--- config.mk ---
export PLATFORM = sky130hd
export DESIGN_NAME = cic_comp
export DESIGN_NICKNAME = d
export VERILOG_FILES = /design/src/rtl/cic_comp_pkg.sv /design/src/rtl/cic_comp_mac.sv /design/src/rtl/cic_comp.sv
export SDC_FILE = /design/constraint.sdc
export NUM_CORES = 2
export LEC_CHECK = 0
export ABC_AREA = 1
export BUFFER_PORTS_ARGS = -buffer_cell sky130_fd_sc_hd__clkbuf_2
export CORE_ASPECT_RATIO = 1.1
export CORE_MARGIN = 2
export CORE_UTILIZATION = 50
export DETAILED_ROUTE_END_ITERATION = 10
export PLACE_DENSITY = 0.65
export SYNTH_ARGS = -nofsm -noshare
export SYNTH_HDL_FRONTEND = slang
export SYNTH_SLANG_ARGS = --single-unit
--- constraint.sdc ---
create_clock -name clk -period 15 [get_ports clk]
set_input_delay 1.5 -clock clk [delete_from_list [all_inputs] [get_ports clk]]
set_output_delay 1.5 -clock clk [all_outputs]
set_load 0.1 [all_outputs]
--- src/rtl/cic_comp_pkg.sv ---
// Shared constants, coefficient sets, FSM state type and R decode for the CIC droop compensator.
package cic_comp_pkg;

  localparam int unsigned TAPS  = 9;
  localparam int unsigned UNIQ  = 5;
  localparam int unsigned NSETS = 4;

  // Mode code: 0..3 select a coefficient set (log2(R) - 1), MODE_BYP passes samples through.
  localparam logic [2:0] MODE_BYP = 3'd4;

  // Q1.14 half-filters c[0..4]; 2*(c0+c1+c2+c3) + c4 == 16384 for every set.
  localparam int COEFF_TABLE [NSETS][UNIQ] = '{
    '{-64, 192, -640, -1024, 19456},
    '{-48, 160, -576,  -896, 19104},
    '{-40, 144, -544,  -832, 18928},
    '{-32, 128, -512,  -768, 18752}
  };

  typedef enum logic [1:0] {StIdle, StMac, StOut} state_e;

  function automatic logic [2:0] r_to_mode(input logic [4:0] r);
    case (r)
      5'd2:    return 3'd0;
      5'd4:    return 3'd1;
      5'd8:    return 3'd2;
      5'd16:   return 3'd3;
      default: return MODE_BYP;
    endcase
  endfunction

  // Reduce 0..17 into a delay-line index 0..8.
  function automatic logic [3:0] wrap9(input logic [4:0] v);
    return 4'((v >= 5'd9) ? v - 5'd9 : v);
  endfunction

endpackage

--- src/rtl/cic_comp_mac.sv ---
// Pre-add / multiply / accumulate datapath with round-half-up and saturation to the sample width.
module cic_comp_mac #(
  parameter int DATA_WIDTH  = 16,
  parameter int COEFF_WIDTH = 16,
  parameter int ACC_WIDTH   = 36
) (
  input  logic                          i_clk,
  input  logic                          i_rst,
  input  logic                          i_load,
  input  logic                          i_acc_en,
  input  logic signed [DATA_WIDTH-1:0]  i_a,
  input  logic signed [DATA_WIDTH-1:0]  i_b,
  input  logic signed [COEFF_WIDTH-1:0] i_coef,
  output logic signed [DATA_WIDTH-1:0]  o_y,
  output logic                          o_sat
);

  localparam int PROD_W = COEFF_WIDTH + DATA_WIDTH + 1;
  localparam int FRAC   = COEFF_WIDTH - 2;
  localparam logic signed [ACC_WIDTH-1:0] RND     = ACC_WIDTH'(64'sd1 <<< (FRAC - 1));
  localparam logic signed [ACC_WIDTH-1:0] SAT_MAX =
      ACC_WIDTH'((64'sd1 <<< (DATA_WIDTH - 1)) - 64'sd1);
  localparam logic signed [ACC_WIDTH-1:0] SAT_MIN = ACC_WIDTH'(-(64'sd1 <<< (DATA_WIDTH - 1)));

  logic signed [DATA_WIDTH:0]  w_pre;
  logic signed [PROD_W-1:0]    w_prod;
  logic signed [ACC_WIDTH-1:0] w_term;
  logic signed [ACC_WIDTH-1:0] w_rnd;
  logic signed [ACC_WIDTH-1:0] w_shr;
  logic signed [ACC_WIDTH-1:0] r_acc;

  assign w_pre  = {i_a[DATA_WIDTH-1], i_a} + {i_b[DATA_WIDTH-1], i_b};
  assign w_prod = PROD_W'(i_coef) * PROD_W'(w_pre);
  assign w_term = ACC_WIDTH'(w_prod);

  always_ff @(posedge i_clk) begin
    if (i_rst) begin
      r_acc <= '0;
    end else if (i_load) begin
      r_acc <= w_term;
    end else if (i_acc_en) begin
      r_acc <= r_acc + w_term;
    end
  end

  assign w_rnd = r_acc + RND;
  assign w_shr = w_rnd >>> FRAC;

  always_comb begin
    o_sat = 1'b0;
    o_y   = w_shr[DATA_WIDTH-1:0];
    if (w_shr > SAT_MAX) begin
      o_y   = {1'b0, {(DATA_WIDTH - 1){1'b1}}};
      o_sat = 1'b1;
    end else if (w_shr < SAT_MIN) begin
      o_y   = {1'b1, {(DATA_WIDTH - 1){1'b0}}};
      o_sat = 1'b1;
    end
  end

endmodule

--- src/rtl/cic_comp.sv ---
// 9-tap symmetric CIC droop compensator: delay line, sequencing FSM and bypass around the MAC.
module cic_comp
  import cic_comp_pkg::*;
#(
  parameter int DATA_WIDTH  = 16,
  parameter int COEFF_WIDTH = 16,
  parameter int ACC_WIDTH   = 36
) (
  input  logic                         clk,
  input  logic                         rst,
  input  logic [4:0]                   R,
  input  logic                         valid_in,
  input  logic signed [DATA_WIDTH-1:0] x_in,
  output logic signed [DATA_WIDTH-1:0] x_out,
  output logic                         valid_out,
  output logic                         sat,
  output logic                         overrun
);

  state_e                       r_state, w_state_nxt;
  logic [2:0]                   r_k;
  logic [3:0]                   r_wr_ptr;
  logic [3:0]                   r_cur;
  logic [2:0]                   r_mode;
  logic signed [DATA_WIDTH-1:0] r_dl [TAPS];
  logic signed [DATA_WIDTH-1:0] r_x_out;
  logic                         r_valid_out;
  logic                         r_sat;
  logic                         r_overrun;

  logic [2:0]                    w_mode;
  logic                          w_accept;
  logic                          w_filt;
  logic                          w_mode_chg;
  logic [1:0]                    w_set;
  logic [2:0]                    w_tap;
  logic signed [DATA_WIDTH-1:0]  w_a;
  logic signed [DATA_WIDTH-1:0]  w_b;
  logic signed [COEFF_WIDTH-1:0] w_coef;
  logic signed [DATA_WIDTH-1:0]  w_y;
  logic                          w_sat;

  assign w_mode     = r_to_mode(R);
  assign w_accept   = valid_in && (r_state == StIdle);
  assign w_filt     = w_accept && (w_mode != MODE_BYP);
  assign w_mode_chg = (w_mode != r_mode);

  // Tap 0 is folded into the accept edge (x[n] taken straight from x_in) so the FSM is back in
  // idle exactly 6 clocks after accepting a sample.
  always_comb begin
    w_a   = '0;
    w_b   = '0;
    w_set = r_mode[1:0];
    w_tap = 3'd0;
    if (r_state == StIdle) begin
      w_a   = x_in;
      w_b   = w_mode_chg ? '0 : r_dl[wrap9({1'b0, r_wr_ptr} + 5'd1)];
      w_set = w_mode[1:0];
    end else if (r_state == StMac) begin
      w_a   = r_dl[wrap9({1'b0, r_cur} + 5'd9 - {2'b00, r_k})];
      w_b   = (r_k == 3'd4) ? '0 : r_dl[wrap9({1'b0, r_cur} + 5'd1 + {2'b00, r_k})];
      w_tap = r_k;
    end
  end

  assign w_coef = COEFF_WIDTH'(COEFF_TABLE[w_set][w_tap]);

  cic_comp_mac #(
    .DATA_WIDTH (DATA_WIDTH),
    .COEFF_WIDTH(COEFF_WIDTH),
    .ACC_WIDTH  (ACC_WIDTH)
  ) u_mac (
    .i_clk   (clk),
    .i_rst   (rst),
    .i_load  (w_filt),
    .i_acc_en(r_state == StMac),
    .i_a     (w_a),
    .i_b     (w_b),
    .i_coef  (w_coef),
    .o_y     (w_y),
    .o_sat   (w_sat)
  );

  always_comb begin
    w_state_nxt = r_state;
    unique case (r_state)
      StIdle:  if (w_filt) w_state_nxt = StMac;
      StMac:   if (r_k == 3'd4) w_state_nxt = StOut;
      StOut:   w_state_nxt = StIdle;
      default: w_state_nxt = StIdle;
    endcase
  end

  always_ff @(posedge clk) begin
    if (rst) begin
      r_state     <= StIdle;
      r_k         <= '0;
      r_wr_ptr    <= '0;
      r_cur       <= '0;
      r_mode      <= MODE_BYP;
      r_x_out     <= '0;
      r_valid_out <= 1'b0;
      r_sat       <= 1'b0;
      r_overrun   <= 1'b0;
      for (int i = 0; i < TAPS; i++) r_dl[i] <= '0;
    end else begin
      r_state     <= w_state_nxt;
      r_valid_out <= 1'b0;
      if (valid_in && (r_state != StIdle)) r_overrun <= 1'b1;
      if (w_accept) begin
        r_mode <= w_mode;
        // Stale history from another mode must not leak into the new filter.
        if (w_mode_chg) begin
          for (int i = 0; i < TAPS; i++) r_dl[i] <= '0;
        end
        if (w_mode == MODE_BYP) begin
          r_x_out     <= x_in;
          r_valid_out <= 1'b1;
          r_sat       <= 1'b0;
        end else begin
          r_dl[r_wr_ptr] <= x_in;
          r_cur          <= r_wr_ptr;
          r_wr_ptr       <= wrap9({1'b0, r_wr_ptr} + 5'd1);
          r_k            <= 3'd1;
        end
      end
      if (r_state == StMac) r_k <= r_k + 3'd1;
      if (r_state == StOut) begin
        r_x_out     <= w_y;
        r_sat       <= w_sat;
        r_valid_out <= 1'b1;
      end
    end
  end

  assign x_out     = r_x_out;
  assign valid_out = r_valid_out;
  assign sat       = r_sat;
  assign overrun   = r_overrun;

endmodule
# --- Yosys cells after proc, flatten, opt, wreduce, memory -nomap -nowiden ---
# Memories as Yosys holds them, arrays and structs flattened.
# Index checks and enable logic that the tools add are counted.
word_totals:
  ff_bits: 71
  ramBits: 144
  inputBits: 24
  elab_cells: 128
  mem_count: 1
op_classes:
  add_sub_neg: 12
  multipliers: 1
  order_cmp: 7
  n_eq_ne: 13
  mux: 59
  bitwise_logic: 12
  reduce_logical: 13
memory_table:
  columns: ["name", "depth", "width", "read_ports", "rd_clocked_by_memory_dff", "wr", "line", "rtl"]
  rows:
  - ["r_dl", 9, 16, 3, 0, 10, "cic_comp.sv:25", "logic signed [DATA_WIDTH-1:0] r_dl [TAPS];"]
ops:
  columns: ["operator", "count"]
  rows:
  - ["$mux W16", 22]
  - ["$bmux W160 S2", 1]
  - ["$mux W160", 2]
  - ["$bmux W32 S3", 1]
  - ["$mux W36", 2]
  - ["$add A36 B15 Y36 const B", 1]
  - ["$add A36 B33 Y36", 1]
  - ["$mul A16 B17 Y33", 1]
  - ["$gt A22 B16 Y1 const B", 1]
  - ["$lt A22 B16 Y1 const B", 1]
  - ["$mux W1", 18]
  - ["$add A16 B16 Y17", 1]
  - ["$ge A5 B4 Y1 const B", 3]
  - ["$mux W3", 5]
  - ["$mux W4", 3]
  - ["$pmux W3 S4", 1]
  - ["$sub A4 B4 Y4 const B", 3]
  - ["$add A4 B1 Y5 const B", 2]
  - ["$reduce_bool A2 Y1", 5]
  - ["$or A1 B1 Y1", 9]
  - ["$reduce_and A2 Y1", 4]
  - ["$eq A3 B3 Y1 const B", 2]
  - ["$mux W2", 3]
  - ["$add A4 B4 Y5 const B", 1]
  - ["other kinds (21)", 24]

# --- Logic depth before layout (Yosys ltp) ---
logic_depth:
  ltp_word: 14
  depth_mapped: 65
  depth_no_buf: 63

# --- By module ---
# From an unflattened synthesis, not the netlist that was laid out.
unflattened:
  hier_cells: 4970
  hier_area_um2: 35168.7
modules_own_cells:
  columns: ["module", "instances", "cells_per_inst", "area_each_um2", "seq_area_each_um2"]
  rows:
  - ["cic_comp", 1, 2565, 18793.0, 8388.0]
  - ["cic_comp_mac", 1, 2405, 16375.7, 720.7]

# --- Worst setup path before layout ---
# Ideal clock, no wire load.
synth_path:
  path_type: "input port to flip-flop"
  start: "in R[0]"
  end: "reg u_mac.r_acc[35]"
  setup_time_ns: 0.119
  t_arrival_ns: 10.308
  t_required_ns: 14.881
  path_slack_ns: 4.573
  stages: 51
  n_path_buf: 1
  path_cell_list: "or2_4 o31ai_4 o21ai_1 a22oi_1 nand3_1 nor2_4 buf_4 nand3_1 nand2_1 ha_1 inv_1 fa_1 o21ai_2 a21oi_2 o21ai_2 nand3_1 nand2_1 nand2_1 [... 15 more ...] nand2_1 nor4_1 nand2_1 nand3_1 inv_1 nand2_1 nand2_1 ha_1 a21oi_1 nor2_1 o21ai_0 nand2_1 a21oi_1 nand2_1 a21oi_1 nand3_1 nand2_1 a21oi_1"
synth_between:
  elab_chain_cells: 14
  elab_cells_between_ends: 24
  classes_between: "2 x add/sub; 1 x mul; 6 x eq/ne; 12 x mux; 1 x bitwise; 2 x reduce/logical"
synth_rtl:
  columns: ["item", "line", "rtl"]
  rows:
  - ["from (decl)", "cic_comp.sv:11", "input logic [4:0] R,"]
  - ["$eq A5 B5 Y1, or another cell as far along", "cic_comp_pkg.sv:22", "case (r)"]
  - ["$pmux W3 S4 *", "cic_comp_pkg.sv:22", null]
  - ["branches (longest 12 deep; another with $add A36 B33 Y36)", null, null]
  - ["to (signal assigned)", "cic_comp_mac.sv:40", "r_acc <= w_term;"]
  - ["to (signal assigned)", "cic_comp_mac.sv:42", "r_acc <= r_acc + w_term;"]
  - ["to (decl)", "cic_comp_mac.sv:30", "logic signed [ACC_WIDTH-1:0] r_acc;"]
# Mark *: on every way between the ends. The select of a mux whose other input is x is not followed.
# A chain may end at the register's enable or synchronous reset.

# --- Worst setup path in the final report ---
layout_path:
  start: "reg r_k[1]"
  end: "reg u_mac.r_acc[34]"
layout_between:
  elab_chain_cells: 12
  elab_cells_between_ends: 26
  classes_between: "6 x add/sub; 1 x mul; 2 x order compare; 1 x eq/ne; 14 x mux; 1 x bitwise; 1 x memory"
layout_rtl:
  columns: ["item", "line", "rtl"]
  rows:
  - ["from (decl)", "cic_comp.sv:21", "logic [2:0] r_k;"]
  - ["from (signal assigned)", "cic_comp.sv:127", "if (r_state == StMac) r_k <= r_k + 3'd1;"]
  - ["$add A5 B3 Y5", "cic_comp.sv:61", "w_b = (r_k == 3'd4) ? '0 : r_dl[wrap9({1'b0, r_cur} + 5'd1 + {2'b00, r_k})];"]
  - ["$sub A4 B4 Y4 / $ge A5 B4 Y1 (equally long branches)", "cic_comp_pkg.sv:33", "return 4'((v >= 5'd9) ? v - 5'd9 : v);"]
  - ["$mux W4", "cic_comp_pkg.sv:33", null]
  - ["$mem_v2 Z9 W16", null, null]
  - ["$mux W16", "cic_comp.sv:61", null]
  - ["$mux W16", "cic_comp.sv:59", "end else if (r_state == StMac) begin"]
  - ["$mux W16", "cic_comp.sv:55", "if (r_state == StIdle) begin"]
  - ["$add A16 B16 Y17", "cic_comp_mac.sv:32", "assign w_pre = {i_a[DATA_WIDTH-1], i_a} + {i_b[DATA_WIDTH-1], i_b};"]
  - ["$mul A16 B17 Y33 *", "cic_comp_mac.sv:33", "assign w_prod = PROD_W'(i_coef) * PROD_W'(w_pre);"]
  - ["$add A36 B33 Y36", "cic_comp_mac.sv:42", null]
  - ["$mux W36", "cic_comp_mac.sv:41", "end else if (i_acc_en) begin"]
  - ["$mux W36 *", "cic_comp_mac.sv:39", "end else if (i_load) begin"]
# Mark *: on every way between the ends. The rest lies on a longest branch, timed or not. The select of a mux whose other input is x is not followed.

==> metrics <==
antenna violations before repair=1; vias post-DR=29.21k; Post-Synth Adder-Cell Area=0.1945; Worst EP arrival=13.28 ns; Max Buffers Root-to-Sink=3; final worst setup slack=2.191 ns; post-route setup TNS=0 ns; Gates resized, CTS repair=0; Core Area=62100 um2; sequential element share of the synthesized area=0.2899; Root Buffer=clkbuf_16; async set or reset register ratio after synthesis=0; Mapped Avg Cell Area=7.410 um2; flops & latches, synth=324; Max Clock Skew=0.02664 ns; GRT overflow=0; FP Rows=96; crit path kind=flop to flop; share of layout cells above drive strength 1=0.06138; setup bufs post-CTS=0; Design Area, Final=33080 um2; Post-Synthesis Cells=4212; FF/Latch Area=9049 um2; Syn. warnings=0; Final Hold Fails=0; clock latency at the later pin of the worst-skew pair=0.58 ns; clk sinks=324; drt wl/cell=21.57 um; Synth cell types=60; slew margin rel.=0.2066; biggest area consumer among synthesized cells=edfxtp_1; post-route DRC violation count=0; Filler cells=6091; multi-input combinational cell area=19330 um2; die height=266.0 um; first-pass detailed-route iteration total=6; Cell Area, Synth=31210 um2; post-route minimum period=12.81 ns; startpoint class of the critical path=flop; CTS tree=built; crit-path leading delay family=adder cells; Hold Buf Count CTS=0; fin nets=4526; Clock Pin Slew Worst Setup and Hold Paths=0.06 ns; number of DRC markers in iteration 0=3245; Total Routing Usage GR=0.3340; Post-DP HPWL=73.53 mm; Max-Cap Viols=0; Post-synth EDFFs=256; CP Capture Type=flop; global-route wire length before repair=164.7 mm; HP Class=flop to flop; Synth area leaders=edfxtp_1 25%, fa_1 13%, nand2_1 13%, nand3_1 9.0%, ha_1 6.2%; Main synth FF type=edfxtp_1; final worst path period share=0.8540; Post-Place Setup Slack=2.311 ns; Critical Path RT=15.48 ns; layout overhead on the synthesized area=5.993%; TritonCTS buffer count=39; die area=64440 um2; post-synthesis mux area share=0.0003207; Synth Area in Compound Gates=0.1026; H-tree depth=2; crit path buf inv count=10; Placer Congestion=0.9604; xor/xnor share of the synthesized area=0.01888; Yosys top cell area share=0.2463; slowest cell delay on critical path=0.66 ns; largest family of logic cells by synthesized area=simple AND/OR/NAND/NOR gates; Crit-path slowest cell=fa_1; CP Max Fanout=30; IO Pins=43; syn nets=4597; DR vias/cell=5.836; RSZ-0062 raised after global routing=false; final setup vio count=0; vias in the first global route=27.95k; max-slew violation count=0; Simple-Gate Fraction of Synth Area=0.2997; maximum clock frequency=0.07807 GHz; pin count of the biggest net entering global routing=132; Chip Width=242.2 um; Initial Utilization=0.5026; IO buf count=42; post-route ant nets=0; Util after Layout=0.5327; measured slew at the worst slew-check pin=1.187 ns; placed cell area=31860 um2; drt total wl=108.0 mm; status=complete, no violations
tightest hold or removal path: cells and delay by family, from the launching register on:
family	cells	cell delay, ns
flip-flops	1	0.31
AND/OR/NAND/NOR	2	0.11
state kept, by name, indices dropped and copies added, names as in the netlist:
register and flops:
x_out 16, overrun 1, r_mode 3, r_cur 4, valid_out 1, r_dl 256
u_mac.r_acc 33, r_k 3, sat 1, r_state 2, r_wr_ptr 4
area by class of cell:
cell class,instances,area share
Sequential cell,324,0.2735
Timing Repair Buffer,81,0.01520
Antenna cell,1,0.00007564
Tap cell,833,0.03150
Inverter,515,0.05847
Clock inverter,19,0.004765
Clock buffer,52,0.03226
Multi-Input combinational cell,3180,0.5842
cells by family after synthesis:
logic type	Yosys count
AO/OA/AOI/OAI	542
buffers and inverters	708
XOR/XNOR	63
AND/OR/NAND/NOR	2213
adder cells (fa/ha/maj)	361
multiplexers	1
flip-flops	324
worst paths after layout:
check                           slack [ns]  startpoint  cells after the start               to
worst max-delay path                  2.19      r_k[1]                     56  u_mac.r_acc[34]
worst min-delay path                  0.45    x_out[3]                      2         x_out[3]
worst max register to register        2.19      r_k[1]                     56  u_mac.r_acc[34]
worst min register to register        0.45    x_out[3]                      2         x_out[3]
placed cells by master, fill, tap and decap left out, types with 12 or more instances in the layout:
master	Yosys	layout
dfxtp_1	68	68
clkinv_1	17	25
nand3_1	562	562
inv_1	475	475
o21ai_0	199	199
fa_1	207	207
a21oi_1	136	136
inv_2	22	22
nor2_4	9	12
o211ai_1	109	109
clkbuf_2	0	42
nor3_1	16	16
nor2_1	455	448
nand2_2	34	34
clkbuf_16	0	41
buf_4	24	39
xnor2_1	18	18
o21ai_1	23	22
xor2_1	40	40
a31oi_1	17	17
nand4_1	12	12
ha_1	154	154
edfxtp_1	256	256
nand2_1	1088	1084
stage by stage:
stage / hold WS [ns] / cells
final: 0.4543 / 5005
after global routing: 0.4790 / 5004
after CTS: 0.4572 / 5004
after detailed placement: 0.4464 / 4933
after global placement: 0.4416 / 4933
after floorplan: 0.4511 / 4212
per-layer routing:
metal,vias to the layer above,track usage,part of all wire
li1,13630,-,-
met1,13640,0.4096,0.37
met2,1541,0.5467,0.46
met3,396,0.05550,0.087
met4,0,0.2189,0.075
met5,-,0,0
Yosys cell counts, types with 2 or more instances:
| cell | instances |
|---|---|
| a211oi_1 | 5 |
| a21boi_0 | 2 |
| a21o_1 | 10 |
| a21oi_1 | 136 |
| a21oi_2 | 5 |
| a22oi_1 | 2 |
| a31oi_1 | 17 |
| and2_1 | 2 |
| buf_1 | 5 |
| buf_2 | 102 |
| buf_4 | 24 |
| buf_6 | 6 |
| clkbuf_1 | 55 |
| clkinv_1 | 17 |
| dfxtp_1 | 68 |
| edfxtp_1 | 256 |
| fa_1 | 207 |
| ha_1 | 154 |
| inv_1 | 475 |
| inv_2 | 22 |
| nand2_1 | 1088 |
| nand2_2 | 34 |
| nand3_1 | 562 |
| nand3_2 | 4 |
| nand3b_1 | 4 |
| nand4_1 | 12 |
| nor2_1 | 455 |
| nor2_2 | 6 |
| nor2_4 | 9 |
| nor3_1 | 16 |
| nor3_2 | 3 |
| nor4_1 | 4 |
| o211ai_1 | 109 |
| o21a_1 | 4 |
| o21ai_0 | 199 |
| o21ai_1 | 23 |
| o21ai_2 | 4 |
| o21bai_1 | 11 |
| o221ai_1 | 4 |
| o311ai_0 | 2 |
| or2_2 | 11 |
| xnor2_1 | 18 |
| xor2_1 | 40 |
| xor2_2 | 4 |
Power is not shown: default switching activity piles up to over one toggle a cycle in this logic, so the estimate is an artifact.
